===== src/rtl/dmem_pkg.sv =====
// rtl/dmem_pkg.sv - shared state encoding and dmem size codes for the data-memory arbiter
package dmem_pkg;

    typedef enum logic [1:0] {
        ST_IDLE  = 2'd0,
        ST_ISSUE = 2'd1,
        ST_WAIT  = 2'd2
    } state_t;

    localparam logic [1:0] SZ_NONE = 2'b00;
    localparam logic [1:0] SZ_BYTE = 2'b01;
    localparam logic [1:0] SZ_HALF = 2'b10;
    localparam logic [1:0] SZ_WORD = 2'b11;

    // A write size code wins over a read size code, so only pure reads return data.
    function automatic logic is_read(input logic [1:0] we, input logic [1:0] r);
        return (r != SZ_NONE) && (we == SZ_NONE);
    endfunction

endpackage


===== src/rtl/rr_arb2.sv =====
// rtl/rr_arb2.sv - two-way round-robin selector; pointer picks the winner only on contention
module rr_arb2 (
    input  logic [1:0] valid,
    input  logic       pointer,
    output logic [1:0] grant
);

    assign grant[0] = valid[0] & (~valid[1] | ~pointer);
    assign grant[1] = valid[1] & (~valid[0] |  pointer);

endmodule


===== src/rtl/dmem_arbiter.sv =====
// rtl/dmem_arbiter.sv - arbitrates two requesters onto one single-port data memory
module dmem_arbiter
    import dmem_pkg::*;
#(
    parameter int ADDR_W = 32,
    parameter int DATA_W = 32
) (
    input  logic              clk,
    input  logic              reset,
    input  logic              req0_valid,
    input  logic [ADDR_W-1:0] req0_addr,
    input  logic [1:0]        req0_we,
    input  logic [1:0]        req0_r,
    input  logic [DATA_W-1:0] req0_wdata,
    output logic              req0_ready,
    output logic              req0_rvalid,
    output logic [DATA_W-1:0] req0_rdata,
    input  logic              req1_valid,
    input  logic [ADDR_W-1:0] req1_addr,
    input  logic [1:0]        req1_we,
    input  logic [1:0]        req1_r,
    input  logic [DATA_W-1:0] req1_wdata,
    output logic              req1_ready,
    output logic              req1_rvalid,
    output logic [DATA_W-1:0] req1_rdata,
    output logic [ADDR_W-1:0] dmem_daddr,
    output logic [1:0]        dmem_we,
    output logic [DATA_W-1:0] dmem_indata,
    output logic [1:0]        dmem_r,
    input  logic [DATA_W-1:0] dmem_outdata
);

    state_t            state, state_nxt;
    logic              ptr;
    logic [1:0]        grant;
    logic              accept;
    logic [1:0]        rdy;
    logic [1:0]        rv;
    logic [ADDR_W-1:0] cap_addr;
    logic [1:0]        cap_we;
    logic [1:0]        cap_r;
    logic [DATA_W-1:0] cap_wdata;
    logic              cap_idx;

    rr_arb2 u_rr_arb2 (
        .valid   ({req1_valid, req0_valid}),
        .pointer (ptr),
        .grant   (grant)
    );

    assign accept = (state == ST_IDLE) && (grant != 2'b00);

    always_ff @(posedge clk or posedge reset) begin
        if (reset) begin
            state     <= ST_IDLE;
            ptr       <= 1'b0;
            cap_addr  <= '0;
            cap_we    <= SZ_NONE;
            cap_r     <= SZ_NONE;
            cap_wdata <= '0;
            cap_idx   <= 1'b0;
        end else begin
            state <= state_nxt;
            if (accept) begin
                cap_addr  <= grant[1] ? req1_addr  : req0_addr;
                cap_we    <= grant[1] ? req1_we    : req0_we;
                cap_r     <= grant[1] ? req1_r     : req0_r;
                cap_wdata <= grant[1] ? req1_wdata : req0_wdata;
                cap_idx   <= grant[1];
                ptr       <= ~grant[1];
            end
        end
    end

    always_comb begin
        state_nxt = state;
        rdy       = 2'b00;
        rv        = 2'b00;
        dmem_we   = SZ_NONE;
        dmem_r    = SZ_NONE;
        case (state)
            ST_IDLE: begin
                if (grant != 2'b00) begin
                    rdy       = grant;
                    state_nxt = ST_ISSUE;
                end
            end
            ST_ISSUE: begin
                dmem_we   = cap_we;
                dmem_r    = (cap_we != SZ_NONE) ? SZ_NONE : cap_r;
                state_nxt = is_read(cap_we, cap_r) ? ST_WAIT : ST_IDLE;
            end
            ST_WAIT: begin
                rv[cap_idx] = 1'b1;
                state_nxt   = ST_IDLE;
            end
            default: state_nxt = ST_IDLE;
        endcase
        // The grant path is combinational, so it must be masked while reset holds the FSM.
        if (reset) begin
            rdy = 2'b00;
        end
    end

    assign req0_ready  = rdy[0];
    assign req1_ready  = rdy[1];
    assign req0_rvalid = rv[0];
    assign req1_rvalid = rv[1];
    assign req0_rdata  = rv[0] ? dmem_outdata : '0;
    assign req1_rdata  = rv[1] ? dmem_outdata : '0;
    assign dmem_daddr  = cap_addr;
    assign dmem_indata = cap_wdata;

endmodule


===== config.mk =====
export PLATFORM = sky130hd
export DESIGN_NAME = dmem_arbiter
export DESIGN_NICKNAME = d
export VERILOG_FILES = /design/src/rtl/dmem_pkg.sv /design/src/rtl/rr_arb2.sv /design/src/rtl/dmem_arbiter.sv
export SDC_FILE = /design/constraint.sdc
export NUM_CORES = 1
export LEC_CHECK = 0
export CAP_MARGIN = 40
export CORE_AREA = 2 2 119 121
export CTS_BUF_LIST = sky130_fd_sc_hd__clkbuf_16
export DETAILED_ROUTE_END_ITERATION = 7
export DIE_AREA = 0 0 121 123
export PLACE_DENSITY = 0.84
export SETUP_SLACK_MARGIN = 0.5
export SLEW_MARGIN = 20
export SYNTH_ARGS = -nofsm -noshare
export SYNTH_HDL_FRONTEND = slang
export SYNTH_SLANG_ARGS = --single-unit

===== constraint.sdc =====
create_clock -name clk -period 2.41 [get_ports clk]
set_input_delay 0.3615 -clock clk [delete_from_list [all_inputs] [get_ports clk]]
set_output_delay 0.3615 -clock clk [all_outputs]
set_load 0.05 [all_outputs]

# Word level (Yosys, flattened, before mapping)
# Index checks and enable logic that the tools add are counted.
# word_totals
output_inout_bits	136
ff_bits	72
# classes
n_reduce_logical	8
bitwise_logic	8
n_mux	18
order_cmp	2
eq_ne	3
# op_table
operator	n
$mux 32	4
$mux 2	11
$reduce_bool 2->1	3
$logic_not 2->1	2
$not 1->1	4
$pmux 2 s2	1
$logic_and 1x1->1	3
$and 1x1->1	2
$eq 2x1->1 const B	1
$eq 2x2->1 const B	1
$lt 1x2->1 const B	1
$ne 2x1->1 const B	1
$or 1x1->1	2
$demux 1 s1	1
$ge 1x1->1 const B	1
$mux 1	1

# Depth between registers and ports, before layout
# logic_depth
ltp_word	7
mapped_depth	8
ltp_nobuf	3

# Hierarchy
# A second synthesis with hierarchy kept.
# hier_totals
cells_unflattened	314
hier_area_um2	4018.9
# modules_own_cells
mod	instances	area_each_um2	cells_each	seq_area_each_um2
dmem_arbiter	1	4000.1	311	1801.7
rr_arb2	1	18.8	3	0.0

# Least setup slack after synthesis
# OpenSTA, ideal clock, no wires.
# synth_path
kind	register to output
from	reg state[0]
to	out req0_ready
t_arrival_ns	2.283
path_buffers	1
stages_incl_launch_ff	5
path_slack_ns	-0.234
t_required_ns	2.049
path_cell_list	dfrtp_1 > nor2_1 > clkbuf_1 > nand2_1 > a211oi_1
# synth_between
elab_chain_cells	3
# synth_lines
element	line	source
start, declared	dmem_arbiter.sv:33	state_t state, state_nxt;
start signal, assigned	dmem_arbiter.sv:63	state <= state_nxt;
$logic_not 2->1	dmem_arbiter.sv:81	case (state)
$mux 2	dmem_arbiter.sv:81	
$mux 2	dmem_arbiter.sv:100	if (reset) begin
end, declared	dmem_arbiter.sv:15	output logic req0_ready,
# No other way between the ends.

# Worst setup path in the final report
# layout_path
from	reg state[0]
to	out req1_rdata[30]
# layout_between
elab_chain_cells	3
# layout_lines
element	line	source
$eq 2x2->1	dmem_arbiter.sv:81	
$mux 2	dmem_arbiter.sv:81	
$mux 32	dmem_arbiter.sv:110	assign req1_rdata = rv[1] ? dmem_outdata : '0;
end, declared	dmem_arbiter.sv:25	output logic [DATA_W-1:0] req1_rdata,
# No other way between the ends.

==> out/results.env <==
STATUS='completed'
TIMING_MAX_TRANSITION_VIOLATIONS_FINAL=0
TIMING.FINAL.SETUP_VIOLATIONS=0
IO-PIN-COUNT=308
NUM_ANTENNA_CELLS=0
SYN2LAYOUT_AREA_GROWTH_PCT=106
TRITONCTS_CLOCK_TREE='built'
GRT_PASS1_VIAS=5018
CLOCK_POWER_SHARE_PCT=14.0
INITIAL_STANDARD_CELL_UTILIZATION_OF_THE_CORE_PCT=30.2
FIN_AREA_MM2=0.00847
GRT_SETUP_UNREPAIRED='true'
DEEPEST_CLOCK_PATH_BUFFER_COUNT=2
NUMBER_OF_PORT_BUFFERS=307
TIMING.FINAL.CRIT_SHARE_PCT=80.7
CTS.REPORTEDPATHS.CLKPINSLEW_NS=0.06
ROUTE.LAYER.MET1.WL_UM=6400
VIAS=5081
P_LEAK_nW=3.33
SETUP.WORST_PATH.CLASS='flop to primary output'
CTS_SINKS=72
GROUTE.USAGE.OVERALL_PCT=23.5
DETAIL_ROUTE.WIRELENGTH_UM=18100
ROWS=43
DRT-INITIAL-DRC-COUNT=248
CORE_AREA_MM2=0.0136
SEQ_POWER_SHARE_PCT=23.3
WORST_SETUP_PATH_START_KIND='flop'
CTS.ROOT.BUFFER_CELL='sky130_fd_sc_hd__clkbuf_16'
PRE_CTS_WS_NS=0.461
CHIPWIDTH_UM=121
HP-CLASS='input port to flop'
WL_PER_CELL_UM=18.9
MAXCAPVIOLCOUNT=0
PIN_COUNT_OF_THE_BIGGEST_NET_ENTERING_GLOBAL_ROUTING=70
WORST-ENDPOINT-REQUIRED_NS=2.05
CRITPATHCAPTURETYPE='primary output'
SLEW_HEADROOM_PCT=55.1
P_INT_mW=4.71
POST_DRT_VIA_CELL_RATIO=5.31
SYN_WARNINGS=0
GRT_OVERFLOW_TOTAL=0
FINALPOWER_mW=9.44
WORST_SLACK_NS=0.464
TIMING.CRITICAL_PATH.SLOWEST_STAGE_CELL='sky130_fd_sc_hd__dfrtp_2'
FINAL_SKEW_NS=0.0115
DP_CELLS=933
PLACEMENT.CELL_AREA_MM2=0.00798
CTS-BUFFERS-INSERTED=9
CP_CELL_SEQUENCE='and3b_2 -> buf_12 -> and2_1 -> buf_12'
FLOORPLAN.DIE_AREA_MM2=0.0149
CP_COMMON_CELL='sky130_fd_sc_hd__buf_12'
MAX_STAGE_DELAY_NS=0.43
SYNTH.NET_COUNT=662
COUNT_OF_NON_FILLER_CELLS_IN_THE_FINISHED_LAYOUT=957
WORST_SKEW_PAIR.LATE_LATENCY_NS=0.33
SYNTHDISTINCTLIBCELLS=28
FINAL_CORE_UTIL_PCT=62.2
DIE_SPAN_Y_UM=123
HOLD-WORST-SLACK_NS=0.469
DP_HPWL_UM=12900
VDD_DROP_MAX_mV=0.578
NUMBER_OF_ANTENNA_VIOLATIONS_AT_THE_FIRST_CHECK_IN_GLOBAL_ROUTING=0
POST_ROUTE_MINIMUM_PERIOD_NS=1.95
SETUP-TNS-FINAL_NS=0
CTS-HTREE-LEVELS=3
FINALHOLDVIOLCOUNT=0
LAYOUT-DRIVE-GT1-SHARE_PCT=22.7
SYN_AVG_CELL_AREA_UM2=8.40
CTS_HOLD_BUFFERS_ADDED=0
YS_SEQ_AREA_SHARE_PCT=43.8
POST_SYNTH_INST_COUNT=490
FMAX_GHz=0.514
NET-SWITCHING-POWER_mW=4.73
SIGNAL_ARRIVAL_TIME_AT_THE_WORST_ENDPOINT_NS=1.58
POSTROUTEANTENNANETS=0
SW_FRAC_OF_TOTAL_PCT=50.1
TOPROUTINGLAYERUSED='met4'
ROUTED-WL-MET3_UM=1800
POWER_PER_CELL_AREA_mW_PER_MM2=1110
POWER.COMBINATIONAL.FRACTION_PCT=62.7
CRIT_PATH_MAX_FANOUT=17
GP_CONGESTION=0.827
DR.PASS1.ITERS=4
WORST_SLEW_PIN_SLEW_NS=0.674
SYNTH_AREA_MM2=0.00412
GRT_FIRST_PASS_WIRELENGTH_UM=27200
YS_FF_LATCH=72
FINALNETCOUNT=944
ROUTE.DETAILED.DRC=0
MET2ROUTEDLENGTH_UM=9300
worst max-delay path: cells and delay by family (launching register included):
kind,cells,cell delay [ns]
flip-flops,1,0.43
AND/OR/NAND/NOR,2,0.50
buffers and inverters,2,0.31
cell families after synthesis:
kind of cell / Yosys count / synth area share [%]
compound gates: 209 / 29.2
buf+inv: 61 / 6.48
flops: 72 / 43.8
simple gates: 148 / 20.5
layout make-up:
| type | instances | area [µm²] |
|---|---|---|
| inverter | 2 | 11.3 |
| timing repair buffer | 330 | 3940 |
| clock inverter | 7 | 63.8 |
| tap | 180 | 225 |
| sequential | 72 | 1800 |
| fill | 1110 | 5140 |
| multi-input combinational | 357 | 2190 |
| clock buffer | 9 | 225 |
layout by cell type, fill, tap and decap left out, types with 2 or more instances in the layout:
cell	n
sky130_fd_sc_hd__nand3_1	68
sky130_fd_sc_hd__clkinvlp_4	3
sky130_fd_sc_hd__a21oi_1	69
sky130_fd_sc_hd__a31oi_1	59
sky130_fd_sc_hd__dlygate4sd2_1	5
sky130_fd_sc_hd__clkbuf_16	10
sky130_fd_sc_hd__dfrtp_2	2
sky130_fd_sc_hd__a31oi_2	10
sky130_fd_sc_hd__clkdlybuf4s50_1	223
sky130_fd_sc_hd__and2_4	30
sky130_fd_sc_hd__o21ai_1	3
sky130_fd_sc_hd__and3b_1	2
sky130_fd_sc_hd__dfrtp_1	70
sky130_fd_sc_hd__o21ai_0	65
sky130_fd_sc_hd__clkinv_2	3
sky130_fd_sc_hd__buf_12	67
sky130_fd_sc_hd__and2_2	10
sky130_fd_sc_hd__dlymetal6s2s_1	6
sky130_fd_sc_hd__clkbuf_2	2
sky130_fd_sc_hd__buf_4	23
sky130_fd_sc_hd__and2_1	27
path summary, 6_finish.rpt:
check	from	to	slack, ns	cells past startpoint
max	state[0]	req1_rdata[30]	0.46	4
max in group asynchronous	reset	state[1]	1.12	3
min reg2reg	cap_r[1]	state[1]	0.52	1
min	req1_valid	dmem_daddr[22]	0.47	3
min in group asynchronous	reset	dmem_daddr[22]	0.66	3
max reg2reg	state[0]	dmem_indata[11]	0.72	6
flip-flops by register name, indices dropped and copies added, names as in the netlist:
signal	count
state	2
dmem_indata	32
cap_r	2
cap_we	2
cap_idx	1
dmem_daddr	32
ptr	1
metal layers:
| layer | track usage, % | vias to the layer above |
|---|---|---|
| li1 | - | 2354 |
| met1 | 26.0 | 2401 |
| met2 | 41.2 | 288 |
| met3 | 7.06 | 38 |
| met4 | 11.4 | 0 |
| met5 | 0 | - |
Yosys cell counts:
| master | n | share of area [%] |
|---|---|---|
| sky130_fd_sc_hd__o21ai_0 | 65 | 7.9 |
| sky130_fd_sc_hd__a31oi_2 | 10 | 3.0 |
| sky130_fd_sc_hd__a211oi_1 | 1 | 0.18 |
| sky130_fd_sc_hd__or2_2 | 1 | 0.15 |
| sky130_fd_sc_hd__or2_1 | 1 | 0.15 |
| sky130_fd_sc_hd__nand2_1 | 2 | 0.18 |
| sky130_fd_sc_hd__buf_2 | 11 | 1.3 |
| sky130_fd_sc_hd__nor2b_1 | 1 | 0.15 |
| sky130_fd_sc_hd__clkbuf_1 | 43 | 3.9 |
| sky130_fd_sc_hd__o21ai_1 | 3 | 0.36 |
| sky130_fd_sc_hd__buf_1 | 1 | 0.091 |
| sky130_fd_sc_hd__nor3_1 | 1 | 0.12 |
| sky130_fd_sc_hd__inv_2 | 1 | 0.091 |
| sky130_fd_sc_hd__buf_6 | 3 | 0.82 |
| sky130_fd_sc_hd__clkbuf_2 | 1 | 0.12 |
| sky130_fd_sc_hd__dfrtp_1 | 72 | 44 |
| sky130_fd_sc_hd__inv_1 | 1 | 0.091 |
| sky130_fd_sc_hd__o21a_1 | 1 | 0.18 |
| sky130_fd_sc_hd__nand3_1 | 68 | 8.3 |
| sky130_fd_sc_hd__a21oi_1 | 69 | 8.4 |
| sky130_fd_sc_hd__o2bb2ai_1 | 1 | 0.21 |
| sky130_fd_sc_hd__and3b_1 | 3 | 0.64 |
| sky130_fd_sc_hd__nand2b_1 | 1 | 0.15 |
| sky130_fd_sc_hd__nor4b_1 | 1 | 0.21 |
| sky130_fd_sc_hd__and2_1 | 67 | 10 |
| sky130_fd_sc_hd__a31oi_1 | 59 | 9.0 |
| sky130_fd_sc_hd__nor3b_1 | 1 | 0.18 |
| sky130_fd_sc_hd__nor2_1 | 1 | 0.091 |
power by group through the flow:
| stage | Combinational, mW | Sequential [mW] | Clock (mW) |
|---|---|---|---|
| finish | 5.92 | 2.20 | 1.32 |
| global route | 6.22 | 2.27 | 1.38 |
| CTS | 5.93 | 2.20 | 1.35 |
| detailed placement | 5.86 | 2.21 | 0 |
| global placement | 5.78 | 2.19 | 0 |
| floorplan | 1.75 | 4.06 | 0 |
what timing repair did:
item,in CTS,in global routing
resized for setup,44,16
pin swaps,1,3
setup buffers,5,2
setup endpoints to repair,74,74
cloned,1,0
Power figures use the tool's default switching activity.
